## config.mk

```make
export PLATFORM = sky130hd
export DESIGN_NAME = mem_responder
export DESIGN_NICKNAME = d
export VERILOG_FILES = /design/src/rtl/mem_responder_pkg.sv /design/src/rtl/mem_array.sv /design/src/rtl/mem_responder.sv
export SDC_FILE = /design/constraint.sdc
export NUM_CORES = 1
export LEC_CHECK = 0
export ABC_AREA = 1
export BUFFER_PORTS_ARGS = -buffer_cell sky130_fd_sc_hd__buf_4
export CORE_UTILIZATION = 55
export CTS_BUF_LIST = sky130_fd_sc_hd__clkbuf_4
export CTS_CLUSTER_DIAMETER = 200
export DETAILED_ROUTE_END_ITERATION = 6
export HOLD_SLACK_MARGIN = 0.1
export PLACE_DENSITY = 0.7
export SETUP_SLACK_MARGIN = 0.02
export SLEW_MARGIN = 20
export SYNTH_ARGS = -nofsm -noshare
export SYNTH_HDL_FRONTEND = slang
export SYNTH_SLANG_ARGS = --single-unit
```

## constraint.sdc

```tcl
create_clock -name clk -period 3.85 [get_ports clk]
set_input_delay 0 -clock clk [delete_from_list [all_inputs] [get_ports clk]]
set_output_delay 0 -clock clk [all_outputs]
set_load 0.01 [all_outputs]
```

## src/rtl/mem_responder_pkg.sv

```systemverilog
// Shared types and constants for the memory responder and its storage arrays.
package mem_responder_pkg;

  localparam int ADDR_W          = 4;
  localparam int IDATA_W         = 32;
  localparam int DDATA_W         = 8;
  localparam int CNT_W           = 4;
  localparam int DEFAULT_LATENCY = 2;

  typedef enum logic [1:0] {
    ST_IDLE = 2'd0,
    ST_WAIT = 2'd1,
    ST_ACK  = 2'd2
  } state_t;

  typedef enum logic {
    SEL_INSTR = 1'b0,
    SEL_DATA  = 1'b1
  } port_sel_t;

  // Wait-counter reload value; legal latencies 0..15 fit the counter exactly.
  function automatic logic [CNT_W-1:0] latency_to_cnt(input int lat);
    return lat[CNT_W-1:0];
  endfunction

endpackage

```

## src/rtl/mem_array.sv

```systemverilog
// Synchronous single-port storage array with a registered, resettable read port.
// Contents start at zero and are never cleared by reset; only the read register is.
module mem_array #(
  parameter int DEPTH = 16,
  parameter int WIDTH = 8,
  parameter int AW    = $clog2(DEPTH)
) (
  input  logic             clk,
  input  logic             rst,
  input  logic             i_we,
  input  logic             i_re,
  input  logic [AW-1:0]    i_addr,
  input  logic [WIDTH-1:0] i_wdata,
  output logic [WIDTH-1:0] o_rdata
);

  logic [WIDTH-1:0] r_mem [DEPTH] = '{default: '0};
  logic [WIDTH-1:0] r_rdata;

  // Storage write; contents survive reset.
  always_ff @(posedge clk) begin
    if (i_we) begin
      r_mem[i_addr] <= i_wdata;
    end
  end

  // Registered read, held until the next read enable.
  always_ff @(posedge clk or posedge rst) begin
    if (rst) begin
      r_rdata <= '0;
    end else if (i_re) begin
      r_rdata <= r_mem[i_addr];
    end
  end

  assign o_rdata = r_rdata;

endmodule

```

## src/rtl/mem_responder.sv

```systemverilog
// Memory responder: arbitrates instruction-fetch and data ports onto a 16x32
// instruction store and a 16x8 data store with a programmable wait latency.
module mem_responder
  import mem_responder_pkg::*;
#(
  parameter int IDEPTH  = 16,
  parameter int DDEPTH  = 16,
  parameter int LATENCY = DEFAULT_LATENCY
) (
  input  logic               clk,
  input  logic               reset,
  input  logic               i_req,
  input  logic [ADDR_W-1:0]  i_addr,
  output logic               i_ack,
  output logic [IDATA_W-1:0] i_rdata,
  input  logic               d_req,
  input  logic               d_we,
  input  logic [ADDR_W-1:0]  d_addr,
  input  logic [DDATA_W-1:0] d_wdata,
  output logic               d_ack,
  output logic [DDATA_W-1:0] d_rdata,
  input  logic               prog_we,
  input  logic [ADDR_W-1:0]  prog_addr,
  input  logic [IDATA_W-1:0] prog_data,
  output logic               busy
);

  state_t             r_state, w_state_nxt;
  logic [CNT_W-1:0]   r_cnt, w_cnt_nxt;
  port_sel_t          r_sel, w_sel_nxt;
  logic [ADDR_W-1:0]  r_addr, w_addr_nxt;
  logic               r_we, w_we_nxt;
  logic [DDATA_W-1:0] r_wdata, w_wdata_nxt;
  logic               w_access;

  logic               r_i_ack, r_d_ack, r_busy;

  logic               w_prog_wr;
  logic               w_istore_we, w_istore_re;
  logic [ADDR_W-1:0]  w_istore_addr;
  logic               w_dstore_we, w_dstore_re;

  // Next-state, wait counter and arbitration (prog_we > d_req > i_req in IDLE).
  always_comb begin
    w_state_nxt = r_state;
    w_cnt_nxt   = r_cnt;
    w_sel_nxt   = r_sel;
    w_addr_nxt  = r_addr;
    w_we_nxt    = r_we;
    w_wdata_nxt = r_wdata;
    w_access    = 1'b0;
    case (r_state)
      ST_IDLE: begin
        if (prog_we) begin
          w_state_nxt = ST_IDLE;
        end else if (d_req) begin
          w_sel_nxt   = SEL_DATA;
          w_addr_nxt  = d_addr;
          w_we_nxt    = d_we;
          w_wdata_nxt = d_wdata;
          w_cnt_nxt   = latency_to_cnt(LATENCY);
          w_state_nxt = ST_WAIT;
        end else if (i_req) begin
          w_sel_nxt   = SEL_INSTR;
          w_addr_nxt  = i_addr;
          w_we_nxt    = 1'b0;
          w_wdata_nxt = '0;
          w_cnt_nxt   = latency_to_cnt(LATENCY);
          w_state_nxt = ST_WAIT;
        end else begin
          w_state_nxt = ST_IDLE;
        end
      end
      ST_WAIT: begin
        if (r_cnt != {CNT_W{1'b0}}) begin
          w_cnt_nxt = r_cnt - {{(CNT_W-1){1'b0}}, 1'b1};
        end else begin
          w_access    = 1'b1;
          w_state_nxt = ST_ACK;
        end
      end
      ST_ACK: begin
        // Requests are not sampled here so the requester can drop req.
        w_state_nxt = ST_IDLE;
      end
      default: begin
        w_state_nxt = ST_IDLE;
      end
    endcase
  end

  // Store port steering: program loads only in IDLE, accesses at end of WAIT.
  assign w_prog_wr     = (r_state == ST_IDLE) && prog_we;
  assign w_istore_we   = w_prog_wr;
  assign w_istore_re   = w_access && (r_sel == SEL_INSTR);
  assign w_istore_addr = w_prog_wr ? prog_addr : r_addr;
  assign w_dstore_we   = w_access && (r_sel == SEL_DATA) && r_we;
  assign w_dstore_re   = w_access && (r_sel == SEL_DATA) && !r_we;

  // Control state and latched request; a reset drops any access in flight.
  always_ff @(posedge clk or posedge reset) begin
    if (reset) begin
      r_state <= ST_IDLE;
      r_cnt   <= '0;
      r_sel   <= SEL_INSTR;
      r_addr  <= '0;
      r_we    <= 1'b0;
      r_wdata <= '0;
    end else begin
      r_state <= w_state_nxt;
      r_cnt   <= w_cnt_nxt;
      r_sel   <= w_sel_nxt;
      r_addr  <= w_addr_nxt;
      r_we    <= w_we_nxt;
      r_wdata <= w_wdata_nxt;
    end
  end

  // Registered acks and busy, aligned with the state they describe.
  always_ff @(posedge clk or posedge reset) begin
    if (reset) begin
      r_i_ack <= 1'b0;
      r_d_ack <= 1'b0;
      r_busy  <= 1'b0;
    end else begin
      r_i_ack <= (w_state_nxt == ST_ACK) && (r_sel == SEL_INSTR);
      r_d_ack <= (w_state_nxt == ST_ACK) && (r_sel == SEL_DATA);
      r_busy  <= (w_state_nxt != ST_IDLE);
    end
  end

  mem_array #(
    .DEPTH (IDEPTH),
    .WIDTH (IDATA_W),
    .AW    (ADDR_W)
  ) u_istore (
    .clk     (clk),
    .rst     (reset),
    .i_we    (w_istore_we),
    .i_re    (w_istore_re),
    .i_addr  (w_istore_addr),
    .i_wdata (prog_data),
    .o_rdata (i_rdata)
  );

  mem_array #(
    .DEPTH (DDEPTH),
    .WIDTH (DDATA_W),
    .AW    (ADDR_W)
  ) u_dstore (
    .clk     (clk),
    .rst     (reset),
    .i_we    (w_dstore_we),
    .i_re    (w_dstore_re),
    .i_addr  (r_addr),
    .i_wdata (r_wdata),
    .o_rdata (d_rdata)
  );

  assign i_ack = r_i_ack;
  assign d_ack = r_d_ack;
  assign busy  = r_busy;

endmodule

```

==> impl_metrics.csv, run 1 <==
group,metric,value,unit
floorplanning,floorplan.die_area,53970,um2
synth,ys_seq_area_share,71.28,%
run,cap_violations,0,
clock_network,cts.sinks,703,
synth,synthTopCellsByArea,"edfxtp_1 (66%), nand2_1 (15%), nand3_1 (5.7%), dfrtp_1 (5.4%), nor2_1 (1.6%)",
place,gp_congestion,0.8149,
worst_setup_path,critPathSlowestCell,"dlygate4sd3_1",
synth,synth_top_flop_cell,"edfxtp_1",
worst_setup_path,crit_path_start,"r_state[1]$_DFF_PP0_",
layout,drive_gt1_share,15.67,%
power_and_ir_drop,powerDensity,710.4,nW/um2
power_and_ir_drop,ir_drop,879.1,uV
clock_network,cts_tree,"done",
global_routing,antenna_found_initial,3,
clock_network,post_cts_buffers,0,
global_routing,grt_pass1_wl,119800,um
sta,setup-violations-final,0,
clock_network,worst_skew_pair.late_latency,1.02,ns
sta,rsz0062_at_grt,"no",
clock_network,clk_pin_slew,0.07,ns
clock_network,cts.root.buffer_cell,"clkbuf_4",
synth,yosysMostFrequentCell,"nand2_1",
worst_setup_path,path_buf_inv,4,
floorplanning,die_y,232.3,um
layout,area_delta_synth_final,17.91,%
synth,syn_inst,2657,
clock_network,cts_buffers,171,
place,place_hpwl,37130,um
global_routing,gr-usage-all-layers,29.75,%
power_and_ir_drop,leakage,13.98,nW
synth,ys_warn_count,0,
synth,synth_cell_types,28,
detailed_routing,vias,21260,
synth,yosysTopAreaCell,"edfxtp_1",
sta,worst_slew_pin_slew,0.9576,ns
detailed_routing,viasPerCell,5.613,
worst_setup_path,cp_top_family,"buffers and inverters",
layout,fill_cells,3926,
synth,ys_ff_latch,703,
detailed_routing,drc,0,
sta,hold_ws,0.09891,ns
synth,synth-async-reset-ratio,8.962,%
worst_setup_path,r2r_start,"r_state[1]$_DFF_PP0_",
worst_setup_path,start_kind,"flop",
floorplanning,num_io_pins,101,
sta,post-route-period-util,83.42,%
worst_setup_path,crit_fanout,22,
global_routing,grt_pass1_vias,21200,
detailed_routing,first_pass_iters,5,
worst_setup_path,required,4.53,ns
floorplanning,start_util,55.63,%
run_status,outcome,"finished clean",
sta,min_period,3.211,ns
synth,syn_area,29180,um2
detailed_routing,wire_per_inst,20.57,um
global_routing,grt_overflow,0,
clock_network,htree_levels,4,
synth,synth_common_cells,"nand2_1 (1,140), edfxtp_1 (640), nand3_1 (335)",
detailed_routing,routed_wl,77880,um
place,port_buffers,100,
worst_setup_path,slowest_delay,0.58,ns
sta,hold_viol,0,
synth,synth_edf_count,640,
sta,relSlewSlack,36.16,%
detailed_routing,drtIter0Drc,2169,
worst_setup_path,critical_path_arrival,3.89,ns
worst_setup_path,crit_top_cell,"nor2_4",
floorplanning,core,52450,um2
layout,fin_nets,3013,
worst_setup_path,end_kind,"flop",
detailed_routing,drtAntennaViolNets,0,
clock_network,ctsLongestPathBuffers,3,
sta,fin_tns_setup,0,ns
worst_setup_path,timing_worst_setup_path_type,"flop to flop",
synth,synth_area_per_cell,10.98,um2
synth,synth_top_area_share,65.87,%
worst_hold_path,holdCritPathClass,"input pin to asynchronous set/reset pin",
floorplanning,dieWidth,232.3,um
sta,drv_slew,0,
worst_setup_path,worstPathCellList,"nor2_4 -> nand2_4 -> o21ai_2 -> inv_2 -> nor2_4 -> dlygate4sd3_1 -> inv_1 -> nor2_4 -> buf_12",
layout,multi_input_area,7571,um2
sta,fin_skew,0.04548,ns
layout,register_area,20790,um2
synth,syn_nets,2717,
global_routing,grt_max_degree,161,
sta,fmax,311.4,MHz
floorplanning,rows,84,
==> state kept, by name (all words and copies together) (netlist names), 2 cells and up <==
name	count
u_dstore.o_rdata	8
r_addr	4
r_wdata	8
u_istore.r_mem	512
u_istore.o_rdata	32
r_cnt	4
r_state	2
u_dstore.r_mem	128
==> metal layers <==
| metal | global-route usage (%) | wire length, um | up-vias |
|---|---|---|---|
| met5 | 0 | 0 | - |
| met4 | 12.15 | 2203 | 0 |
| met3 | 6.643 | 7000 | 182 |
| met2 | 48.44 | 37790 | 1081 |
| met1 | 38.70 | 30890 | 10250 |
| li1 | - | - | 9746 |
==> placed cells by master, fill, tap and decap left out, types with 11 or more instances in the layout <==
cell / netlist / final
clkbuf_4: 0 / 253
nand2_1: 1140 / 1138
a21oi_1: 11 / 11
buf_4: 11 / 120
clkinv_1: 1 / 46
dfrtp_1: 63 / 63
edfxtp_1: 640 / 640
dlygate4sd3_1: 0 / 132
buf_12: 0 / 22
a22oi_1: 50 / 50
nand3_1: 335 / 334
or2_2: 32 / 32
nor2_1: 124 / 105
inv_1: 61 / 60
nor2_4: 4 / 21
==> final timing paths <==
check | cells past startpoint | slack (ns) | end
max in group asynchronous | 6 | 2.68 | r_cnt[0]$_DFFE_PP0P_
hold / removal | 4 | 0.1 | u_istore.o_rdata[14]$_DFFE_PP0P_
setup reg to reg | 9 | 0.64 | u_istore.r_mem[10][28]$_DFFE_PP_
min in group clk | 5 | 0.47 | u_istore.r_mem[0][16]$_DFFE_PP_
setup / recovery | 9 | 0.64 | u_istore.r_mem[10][28]$_DFFE_PP_
hold reg to reg | 2 | 0.54 | u_dstore.o_rdata[0]$_DFFE_PP0P_
==> through the flow <==
stage / utilization (%) / power (mW) / instances / setup slack [ns] / cell area [um2]
2_1_floorplan: - / 15.20 / 2657 / 0.6382 / 29180
3_3_place_gp: 58.72 / 17.77 / 3335 / 1.078 / 30800
3_5_place_dp: 58.72 / 17.92 / 3335 / 0.9983 / 30800
4_1_cts: 65.55 / 24.41 / 3783 / 0.1228 / 34380
5_1_grt: 65.59 / 25.87 / 3786 / 0.5051 / 34400
6_report: 65.59 / 24.44 / 3787 / 0.6385 / 34400
==> cell families after synthesis <==
kind of cell               Yosys count  share of synthesized area, %
and+or+nand+nor                   1652                         23.25
AOI/OAI and AO/OA                   84                         1.977
DFF                                703                         71.28
buffers and inverters              216                         3.409
adders and majority gates            2                       0.08576
==> where the power goes <==
part / total (mW) / internal [mW] / switching, mW
Sequential: 9.62 / 9.10 / 0.519
Combinational: 8.54 / 2.68 / 5.86
Clock: 6.28 / 3.29 / 2.99
==> worst register-to-register path, delay by kind of cell (launching register included) <==
| family | cells | cell delay, ns |
|---|---|---|
| buffers and inverters | 4 | 1.18 |
| AND/OR/NAND/NOR | 4 | 0.97 |
| AO/OA/AOI/OAI | 1 | 0.34 |
| flip-flops | 1 | 0.41 |
==> layout make-up <==
| type | count | share of cell area [%] |
|---|---|---|
| Clock inverter | 62 | 1.029 |
| Sequential cell | 703 | 60.45 |
| Multi-Input combinational cell | 1738 | 22.01 |
| Timing Repair Buffer | 274 | 7.740 |
| Antenna cell | 4 | 0.02910 |
| Tap cell | 688 | 2.502 |
| Clock buffer | 253 | 5.521 |
| Inverter | 65 | 0.7202 |
==> what timing repair did <==
item | 4_1_cts | 5_1_grt
hold buffers | 133 | 0
endpoints found under the setup margin | 0 | 11
resized for setup | 0 | 0
hold endpoints to repair | 1029 | 0
No activity file was read; power rests on OpenSTA's default activity.
==> run 2: changes to the inputs <==
--- a/config.mk
+++ b/config.mk
@@ -12,7 +12,7 @@
 export CTS_CLUSTER_DIAMETER = 200
 export DETAILED_ROUTE_END_ITERATION = 6
 export HOLD_SLACK_MARGIN = 0.1
-export PLACE_DENSITY = 0.7
+export PLACE_DENSITY = 0.73
 export SETUP_SLACK_MARGIN = 0.02
 export SLEW_MARGIN = 20
 export SYNTH_ARGS = -nofsm -noshare
==> constraint.sdc (replaced) <==
create_clock -name clk -period 2.92 [get_ports clk]
set_input_delay 0 -clock clk [delete_from_list [all_inputs] [get_ports clk]]
set_output_delay 0 -clock clk [all_outputs]
set_load 0.01 [all_outputs]
==> impl_metrics.csv, run 2 (synthesis gave the netlist of run 1 again) <==
group,metric,value,unit
sta,relSlewSlack,34.63,%
run_status,outcome,"finished clean",
layout,largest_register_ffs,512,
sta,fin_tns_setup,0,ns
run,cap_violations,0,
clock_network,cts.sinks,703,
layout,multi_input_area,7571,um2
layout,final_area,34720,um2
power_and_ir_drop,fin_total_pwr,32.76,mW
detailed_routing,wire_per_inst,20.20,um
floorplanning,die_y,232.3,um
sta,fmax,386.0,MHz
sta,rsz0062_at_grt,"no",
global_routing,grt_max_degree,161,
clock_network,cts_tree,"done",
detailed_routing,routed_wl,77520,um
floorplanning,num_io_pins,101,
worst_setup_path,required,3.90,ns
worst_setup_path,slowest_delay,0.59,ns
worst_hold_path,holdCritPathClass,"input pin to asynchronous set/reset pin",
power_and_ir_drop,power_frac_comb,34.7,%
worst_setup_path,reg2reg_slack,0.33,ns
layout,area_delta_synth_final,19.00,%
place,placed_cell_area,31020,um2
layout,post-route-util,66.20,%
detailed_routing,viasPerCell,5.582,
power_and_ir_drop,clkPwrFrac,26.4,%
power_and_ir_drop,powerDensity,943.5,nW/um2
layout,top_register,"u_istore.r_mem",
clock_network,cts.root.buffer_cell,"clkbuf_4",
worst_setup_path,path_buf_inv,3,
place,gp_congestion,0.8209,
detailed_routing,vias,21420,
place,port_buffers,100,
sta,setup-violations-final,0,
worst_setup_path,cp_top_family,"buffers and inverters",
sta,worst_slew_pin_slew,0.9806,ns
layout,layout_commonest_cell,"nand2_1",
worst_setup_path,end_kind,"flop",
place,placed_cells,3373,
detailed_routing,drtIter0Drc,2423,
floorplanning,start_util,55.63,%
layout,layout_common_cells,"nand2_1 (1,138), edfxtp_1 (640), nand3_1 (334)",
worst_setup_path,critical_path_arrival,3.57,ns
layout,fill_cells,3842,
global_routing,grt_pass1_wl,119800,um
worst_setup_path,critPathSlowestCell,"dlygate4sd3_1",
sta,min_period,2.591,ns
power_and_ir_drop,p_int,20.28,mW
worst_setup_path,start_kind,"flop",
worst_setup_path,worstPathCellList,"nor2_4 -> nand2_1 -> nor2_1 -> buf_4 -> o211ai_1 -> dlygate4sd3_1 -> o21ai_0 -> dlygate4sd3_1",
power_and_ir_drop,switching_share,38.08,%
clock_network,clk_pin_slew,0.07,ns
global_routing,grt_overflow,0,
floorplanning,rows,84,
detailed_routing,drc,0,
floorplanning,core,52450,um2
worst_setup_path,timing_worst_setup_path_type,"flop to flop",
sta,hold_ws,0.2778,ns
worst_setup_path,r2r_end,"r_addr[1]$_DFFE_PP0P_",
global_routing,grt_pass1_vias,21590,
clock_network,cts_buffers,176,
detailed_routing,drtAntennaViolNets,0,
detailed_routing,first_pass_iters,7,
worst_setup_path,rr_worst_depth,8,
clock_network,post_cts_buffers,0,
layout,layout.cells.non_filler,3837,
sta,fin_ws,0.3290,ns
clock_network,worst_skew_pair.late_latency,1.07,ns
sta,fin_skew,0.05756,ns
layout,drive_gt1_share,17.56,%
worst_setup_path,crit_fanout,19,
worst_setup_path,crit_top_cell,"dlygate4sd3_1",
layout,register_area,20790,um2
global_routing,antenna_found_initial,7,
clock_network,ctsLongestPathBuffers,3,
sta,hold_viol,0,
worst_setup_path,r2r_start,"r_state[1]$_DFF_PP0_",
sta,post-route-period-util,88.73,%
place,dp_worst_setup_slack,0.3546,ns
layout,fin_nets,3053,
power_and_ir_drop,leakage,14.25,nW
power_and_ir_drop,ir_drop,1417,uV
place,place_hpwl,39810,um
sta,drv_slew,0,
clock_network,htree_levels,4,
power_and_ir_drop,p_sw,12.48,mW
power_and_ir_drop,power_frac_seq,38.9,%
floorplanning,dieWidth,232.3,um
global_routing,gr-usage-all-layers,29.54,%
floorplanning,floorplan.die_area,53970,um2
## run 2: area by class of cell
type                            instances  area share [%]
Inverter                               65          0.7135
Tap cell                              688           2.479
Timing Repair Buffer                  309           8.195
Multi-Input combinational cell       1738           21.81
Clock inverter                         39          0.7063
Sequential cell                       703           59.89
Antenna cell                           12         0.08649
Clock buffer                          283           6.119
## run 2: power by group through the flow
stage | Combinational [mW] | Clock [mW] | Sequential [mW]
global route | 12.5 | 9.30 | 12.8
detailed placement | 10.9 | 0 | 12.9
CTS | 11.2 | 8.74 | 12.7
floorplan | 7.34 | 0 | 12.7
finish | 11.4 | 8.64 | 12.7
global placement | 10.7 | 0 | 12.9
## run 2: what timing repair did
action                                 in CTS  in global routing
endpoints found under the hold margin    1120                  0
resized for setup                           0                  0
hold buffers                              130                  0
## run 2: layer usage
layer / wire, um / vias up / share of wire (%) / global-route usage (%)
met5: 0 / - / 0 / 0
met2: 37730 / 1219 / 49 / 47.84
met3: 7514 / 212 / 9.7 / 7.723
li1: - / 9805 / - / -
met4: 2867 / 0 / 3.7 / 15.05
met1: 29400 / 10180 / 38 / 36.64
## run 2: how the worst max path moves through the flow
stage	endpoint	cells past startpoint	start	slack, ns
final	r_addr[1]$_DFFE_PP0P_	8	r_state[1]$_DFF_PP0_	0.33
after global routing	u_dstore.r_mem[3][7]$_DFFE_PP_	9	r_cnt[1]$_DFFE_PP0P_	0.16
after CTS	u_dstore.r_mem[3][7]$_DFFE_PP_	9	r_cnt[0]$_DFFE_PP0P_	0.38
after detailed placement	u_dstore.r_mem[2][4]$_DFFE_PP_	9	r_cnt[0]$_DFFE_PP0P_	0.35
after global placement	u_dstore.r_mem[2][4]$_DFFE_PP_	9	r_cnt[0]$_DFFE_PP0P_	0.48
after floorplan	u_istore.r_mem[0][0]$_DFFE_PP_	8	r_state[1]$_DFF_PP0_	-0.29
## run 2: worst register-to-register path, delay by kind of cell, from the launching register on
kind / cells / cell delay [ns]
buf+inv: 3 / 1.42
compound gates: 2 / 0.22
simple gates: 3 / 0.46
flops: 1 / 0.41
